==> config.mk <==
export PLATFORM = sky130hd
export DESIGN_NAME = xup_debounce5_flat
export DESIGN_NICKNAME = d
export VERILOG_FILES = /design/src/rtl/xup_debounce5_if.sv /design/src/rtl/xup_debounce5.sv /design/src/flat_wrapper.sv
export SDC_FILE = /design/constraint.sdc
export NUM_CORES = 1
export LEC_CHECK = 0
export ABC_CLOCK_PERIOD_IN_PS = 1850
export CAP_MARGIN = 20
export CELL_PAD_IN_SITES_DETAIL_PLACEMENT = 2
export CELL_PAD_IN_SITES_GLOBAL_PLACEMENT = 2
export CORE_MARGIN = 2
export CORE_UTILIZATION = 36
export CTS_CLUSTER_DIAMETER = 60
export DETAILED_ROUTE_END_ITERATION = 8
export PLACE_DENSITY = 0.73
export SETUP_SLACK_MARGIN = 0.02
export SYNTH_ARGS = -nofsm -noshare
export SYNTH_HDL_FRONTEND = slang
export SYNTH_SLANG_ARGS = --single-unit
export TNS_END_PERCENT = 1
==> constraint.sdc <==
create_clock -name clk -period 1.85 [get_ports clk]
set_input_delay 0.185 -clock clk [delete_from_list [all_inputs] [get_ports clk]]
set_output_delay 0.185 -clock clk [all_outputs]
set_load 0.05 [all_outputs]
==> src/rtl/xup_debounce5_if.sv <==
// Five-channel button bundle shared by the debouncer and whatever drives it.
// Raw inputs flow master -> slave; debounced levels and edge pulses flow back.
interface xup_debounce5_if;
  logic [4:0] btn_in;   // raw asynchronous inputs, bit i = channel i
  logic [4:0] btn_out;  // debounced levels, bit0 = OR input a .. bit4 = OR input e
  logic [4:0] rise;     // one-cycle pulse on btn_out 0->1
  logic [4:0] fall;     // one-cycle pulse on btn_out 1->0

  modport master (
    output btn_in,
    input  btn_out,
    input  rise,
    input  fall
  );

  modport slave (
    input  btn_in,
    output btn_out,
    output rise,
    output fall
  );
endinterface

==> src/rtl/xup_debounce5.sv <==
// Five-channel synchroniser + debouncer. Each channel's raw input passes
// through a SYNC_STAGES flop chain, then a saturating qualification counter
// must see DEBOUNCE_CYCLES consecutive disagreeing samples before the stable
// level flips. The stable levels feed the five inputs of the 5-input OR cell;
// rise/fall pulses are issued on the same edge the level flips.
module xup_debounce5 #(
  parameter int DEBOUNCE_CYCLES = 1000000, // 1 .. 2**CNT_W
  parameter int CNT_W           = 20,      // 2**CNT_W >= DEBOUNCE_CYCLES
  parameter int SYNC_STAGES     = 2        // 2 .. 4
) (
  input  logic           clk,
  input  logic           reset_n,
  xup_debounce5_if.slave bus
);

  localparam int LP_NCH = 5;

  // Terminal count: the sample that reaches this value while still
  // disagreeing is the DEBOUNCE_CYCLES-th in a row, so the level flips.
  localparam logic [CNT_W-1:0] LP_CNT_MAX = CNT_W'(DEBOUNCE_CYCLES - 1);
  localparam logic [CNT_W-1:0] LP_CNT_ONE = CNT_W'(1);
  localparam logic [CNT_W-1:0] LP_CNT_ZERO = CNT_W'(0);

  // Synchroniser chain: r_sync[0] samples the pins, the last stage is the
  // metastability-resolved view of each channel. Pure flop-to-flop.
  logic [LP_NCH-1:0] r_sync [SYNC_STAGES];

  // Per-channel qualification counters and registered outputs.
  logic [CNT_W-1:0]  r_cnt [LP_NCH];
  logic [LP_NCH-1:0] r_btn_out;
  logic [LP_NCH-1:0] r_rise;
  logic [LP_NCH-1:0] r_fall;

  // Next-state values computed combinationally, registered below.
  logic [LP_NCH-1:0] w_sync;
  logic [LP_NCH-1:0] w_diff;
  logic [CNT_W-1:0]  w_cnt_nxt [LP_NCH];
  logic [LP_NCH-1:0] w_out_nxt;
  logic [LP_NCH-1:0] w_rise_nxt;
  logic [LP_NCH-1:0] w_fall_nxt;

  assign w_sync = r_sync[SYNC_STAGES-1];
  assign w_diff = w_sync ^ r_btn_out;

  // Shift raw inputs through the synchroniser flops; cleared by reset.
  always_ff @(posedge clk or negedge reset_n) begin
    if (!reset_n) begin
      for (int k = 0; k < SYNC_STAGES; k++) begin
        r_sync[k] <= 5'b00000;
      end
    end else begin
      r_sync[0] <= bus.btn_in;
      for (int k = 1; k < SYNC_STAGES; k++) begin
        r_sync[k] <= r_sync[k-1];
      end
    end
  end

  // Per-channel debounce decision: reset the count on agreement, count up on
  // disagreement, and flip the level (with a direction pulse) at terminal
  // count. A single matching sample wipes all accumulated credit.
  always_comb begin
    w_out_nxt  = r_btn_out;
    w_rise_nxt = 5'b00000;
    w_fall_nxt = 5'b00000;
    for (int i = 0; i < LP_NCH; i++) begin
      w_cnt_nxt[i] = r_cnt[i];
      if (!w_diff[i]) begin
        w_cnt_nxt[i] = LP_CNT_ZERO;
      end else if (r_cnt[i] == LP_CNT_MAX) begin
        w_cnt_nxt[i]  = LP_CNT_ZERO;
        w_out_nxt[i]  = w_sync[i];
        w_rise_nxt[i] = w_sync[i];
        w_fall_nxt[i] = ~w_sync[i];
      end else begin
        w_cnt_nxt[i] = r_cnt[i] + LP_CNT_ONE;
      end
    end
  end

  // Register counters, stable levels and edge pulses; pulses self-clear
  // because their next-state default is zero.
  always_ff @(posedge clk or negedge reset_n) begin
    if (!reset_n) begin
      for (int i = 0; i < LP_NCH; i++) begin
        r_cnt[i] <= LP_CNT_ZERO;
      end
      r_btn_out <= 5'b00000;
      r_rise    <= 5'b00000;
      r_fall    <= 5'b00000;
    end else begin
      for (int i = 0; i < LP_NCH; i++) begin
        r_cnt[i] <= w_cnt_nxt[i];
      end
      r_btn_out <= w_out_nxt;
      r_rise    <= w_rise_nxt;
      r_fall    <= w_fall_nxt;
    end
  end

  assign bus.btn_out = r_btn_out;
  assign bus.rise    = r_rise;
  assign bus.fall    = r_fall;

endmodule

==> src/flat_wrapper.sv <==
// flat-port wrapper written by rule: the top's interface ports become plain ports
module xup_debounce5_flat 
#(
  parameter int DEBOUNCE_CYCLES = 1000000,                 
  parameter int CNT_W           = 20,                                    
  parameter int SYNC_STAGES     = 2                 
)
  (clk, reset_n, bus_btn_in, bus_btn_out, bus_rise, bus_fall);
  xup_debounce5_if bus_i ();
  input  logic clk;
  input  logic reset_n;
  input wire logic [$bits(bus_i.btn_in)-1:0] bus_btn_in;
  output wire logic [$bits(bus_i.btn_out)-1:0] bus_btn_out;
  output wire logic [$bits(bus_i.rise)-1:0] bus_rise;
  output wire logic [$bits(bus_i.fall)-1:0] bus_fall;
  assign bus_i.btn_in = bus_btn_in;
  assign bus_btn_out = bus_i.btn_out;
  assign bus_rise = bus_i.rise;
  assign bus_fall = bus_i.fall;
  xup_debounce5 #(.DEBOUNCE_CYCLES(DEBOUNCE_CYCLES), .CNT_W(CNT_W), .SYNC_STAGES(SYNC_STAGES)) u_core (.clk(clk), .reset_n(reset_n), .bus(bus_i));
endmodule
# Word level (Yosys, flattened, before mapping)

Index checks and enable logic that the tools add are counted.

Register bits: 125
Latch bits: 0
Bits in writable memories: 0
Bits in read-only memories: 0
Input port bits: 7
Output and inout bits: 15
Logic and storage cells: 65
Memories kept: 0

Add/subtract/negate cells: 5
$mul: 0
Div/mod/pow operators: 0
Magnitude comparators: 0
Eq/ne operators: 5
Shift operators: 0
Muxes and demuxes: 30
Bitwise logic cells: 6
Reduce and logical (&&, ||, !) cells: 5

Operator list:

| operator                | count |
|---|---|
| $mux W20                | 10 |
| $add A20 B1 Y20 const B | 5 |
| $eq A20 B20 Y1 const B  | 5 |
| $mux W1                 | 20 |
| $reduce_and A2 Y1       | 5 |
| $not A1 Y1              | 5 |
| $xor A5 B5 Y5           | 1 |

# Logic depth before layout (Yosys ltp)

Gate-level depths: netlist (run 1).

Depth in word-level cells: 3
Mapped depth: 6
Gate-level depth less buffers: 5

# Least setup slack after synthesis (run 1)

OpenSTA, ideal clock, no wires.

Kind: register to register
Start: reg u_core.r_cnt[60] in the netlist's numbering
End: reg u_core.r_cnt[63] in the netlist's numbering
Setup time: 122 ps
Arrival: 1673 ps
Required time: 1728 ps
Setup slack: 56 ps
Cell stages (with the launch flop): 7
Path buffers: 1
Period minus slack after synthesis: 1794 ps
Cells stage by stage: dfrtp_1 ha_1 and2_1 nand3_1 o31ai_2 buf_2 nor2_1

RTL lines:

| what                             | RTL line            | text |
|---|---|---|
| start: declaration               | xup_debounce5.sv:29 | `logic [CNT_W-1:0] r_cnt [LP_NCH];` |
| start signal: indexed assignment | xup_debounce5.sv:93 | `r_cnt[i] <= w_cnt_nxt[i];` |

# Worst setup path in the final report (run 1)

Start: reg u_core.r_cnt[0] in the netlist's numbering
End: reg u_core.r_btn_out[4], in the netlist u_core.bus.btn_out[4]

Longest elaborated chain between the ends: 2

Ends and longest elaborated chain:

| what                               | RTL line            | text |
|---|---|---|
| $eq A20 B20 Y1                     | xup_debounce5.sv:70 | `end else if (r_cnt[i] == LP_CNT_MAX) begin` |
| $reduce_and A2 Y1 (no source line) | -                   |  |
| end signal: assignment             | xup_debounce5.sv:95 | `r_btn_out <= w_out_nxt;` |
| end: declaration                   | xup_debounce5.sv:30 | `logic [LP_NCH-1:0] r_btn_out;` |

Every way passes these cells.
A chain may end at the register's enable or synchronous reset.

==> reports/results.txt, run 1 <==
Min cycle time layout = 1792 ps
Total track usage = 0.2069
Clock Sinks = 125
Slew @ Worst Pin = 518.0 ps
Final Skew = 9.069 ps
Worst IR Drop VDD = 0.0005916 V
Rows = 46
CTS Buf Count = 17
Clk root buf = clkbuf_16
Clk buf depth = 2
Port Buf Inserts = 21
Reg2reg start = u_core.r_cnt[0]
Critical path type = flip-flop to flip-flop
FF-to-FF End = u_core.bus.btn_out[4]
Core Area = 15770 um2
Vias in the first global route = 5341
Die area = 17060 um2
#FFs+latches synth = 125
Initial drt markers = 163
First-pass GRT wire length = 27310 um
Async set-reset flop share out of synthesis = 1.000
ANT cells = 0
Met3 WL = 318 um
Later-pin clock latency in the skew report = 420 ps
Largest area contributor in the netlist = dfrtp_1
CP max FO = 5
Critical Path RT = 2160 ps
Fin nets = 663
EDFF count, synth = 0
Initial Util = 0.3660
Post-synth net total = 572
YS warnings = 0
Wire length on met2 = 8629 um
Die width = 130.6 um
Avg Inst Size Synth = 10.31 um2
Num ports = 22
Max Cap Viol = 0
Final wirelength = 16420 um
HP Start = bus_btn_in[1]
Crit. End Element = flip-flop
Max-slew headroom = 0.6535
Initial antenna violation count = 0
Area contributors post-synth = dfrtp_1, xnor2_1, nor2_1, xor2_1, nand3_1
Fmax = 558.1 MHz
Hold Crit Class = primary input to flip-flop
Worst Hold End = u_core.r_sync[6]
DR WL/cell = 18.66 um
Post-route setup slack = 58.14 ps
Slew Viols, Final = 0
Startpoint Class = flip-flop
Largest net degree at the start of global routing = 49
Internal reg-to-reg setup slack = 60 ps
DR vias = 4666
Post-synthesis sequential area ratio = 0.5419
Dpl hpwl = 10680 um
Place WS = -59.75 ps
Die Y = 130.6 um
Final Util = 0.4705
Critical path arrival = 2100 ps
DRC errors left = 0
Main flop type after synthesis = dfrtp_1
WL met1 = 7160 um
Final setup vio count = 0
Avg Vias per Cell = 5.302
Share of the synthesized area in the top cell type = 0.5419
Pwr/cell area = 881.0 nW/um2
Layout area overhead = 28.55%
Unrepaired setup endpoints after global routing = true
Gr ovfl total = 0
Share of cells above drive strength 1 = 0.1943
Final Hold Vio Count = 0
Status = finished clean
Worst hold margin = 203.1 ps
Synth unique cells = 40
Static Leak = 3.037 nW
Uppermost layer routed = met4
Hold depth = 1
Pre-antenna DRT Iters = 4
Antenna Nets Post-Route = 0
Tcrit/Tclk final = 0.9686
Post-Synthesis Cells = 560
Cells on worst reg2reg path = 5
CTS tree = yes
GPL Wtd Cong = 0.7881
Post-Syn Area = 5772 um2
CTS H-tree lvls = 4
Worst-path clk slew = 60 ps
[cell usage after synthesis, types with 9 or more instances]
library cell / count
o21ai_0: 9
and2_1: 9
dfrtp_1: 125
and3_1: 21
nor2_1: 88
a21oi_1: 16
nand4_1: 20
xnor2_1: 47
nor3b_1: 10
nand3_1: 34
nor4_1: 21
inv_1: 16
or3_1: 11
nand2_1: 22
xor2_1: 23
nor3_1: 16
[per-layer routing]
layer / global-route usage / vias up
met1: 0.2507 / 2419
met4: 0.08010 / 0
li1: - / 2170
met5: 0 / -
met3: 0.03990 / 27
met2: 0.3652 / 50
[registers in the layout, summed over array words and instances (netlist names)]
register	flops
u_core.r_cnt	100
u_core.bus.rise	5
u_core.w_sync	5
u_core.r_sync	5
u_core.bus.fall	5
u_core.bus.btn_out	5
[critical path, stage by stage, from the launching register on]
cell and delay [ps]:
dfrtp_1 400, ha_1 250, and3_2 250, nand4_1 150
or2_1 340, mux2_2 290
[per-stage QoR]
step / area [um2] / instances / TNS, ps / power [mW]
global route: 7420 / 880 / -115.3 / 6.741
detailed placement: 6623 / 840 / -178.4 / 3.057
CTS: 7298 / 873 / 0 / 6.602
finish: 7420 / 880 / 0 / 6.536
floorplan: 5772 / 560 / 0 / 2.919
global placement: 6623 / 840 / 0 / 3.044
[how the worst max path moves through the flow]
stage                           from               endpoint  slack [ps]
finish               u_core.r_cnt[0]  u_core.bus.btn_out[4]          60
global route        u_core.r_cnt[40]  u_core.bus.btn_out[2]         -30
CTS                  u_core.r_cnt[0]  u_core.bus.btn_out[4]          20
detailed placement  u_core.r_cnt[60]       u_core.r_cnt[72]         -60
global placement    u_core.r_cnt[66]  u_core.bus.btn_out[1]          60
floorplan           u_core.r_cnt[60]       u_core.r_cnt[63]          60
[area by class of cell]
type                       count  area [um2]
sequential                   125        3134
multi-input combinational    410        2654
tap                          216       270.3
fill                        1659        8351
clock buffer                  20       446.7
clock inverter                12       168.9
timing repair buffer          81       685.7
inverter                      16       60.06
[where the power goes]
group          switching [mW]  leakage (nW)  internal (mW)
clock network            1.24         0.300           2.28
registers              0.0406          1.70           2.77
logic                   0.129          1.03         0.0779
[repair_timing]
action	4_1_cts	5_1_grt
setup buffers	0	6
gates cloned	0	1
pin swaps	5	10
endpoints found under the setup margin	29	63
hold endpoints to repair	21	0
resized for setup	17	21
hold buffers	1	0
[cells by family (layout without fill, tap and decap cells)]
logic type,after synthesis,in the layout,synth area share
simple gates,278,278,0.2521
flops,125,125,0.5419
xor+xnor,70,70,0.1062
compound gates,49,49,0.05658
buf+inv,25,129,0.01734
mux,8,8,0.01496
fa+ha+maj,5,5,0.01084
[placed cells by master (no fill, tap or decap), drive strengths merged, types with 20 or more instances in the layout]
| cell | n |
|---|---|
| xor2 | 23 |
| and3 | 21 |
| nor2 | 88 |
| nand2 | 23 |
| xnor2 | 47 |
| clkbuf | 20 |
| nand3 | 35 |
| nand4 | 20 |
| buf | 61 |
| dfrtp | 125 |
| nor4 | 21 |
Note: power is estimated with default switching activity, not from simulation.
==> run 2: changes to the inputs <==
Settings changed: CTS_CLUSTER_DIAMETER 60 to not set.
==> results of run 2 <==
Final layout, timing and power as in run 1 (identical DEF).
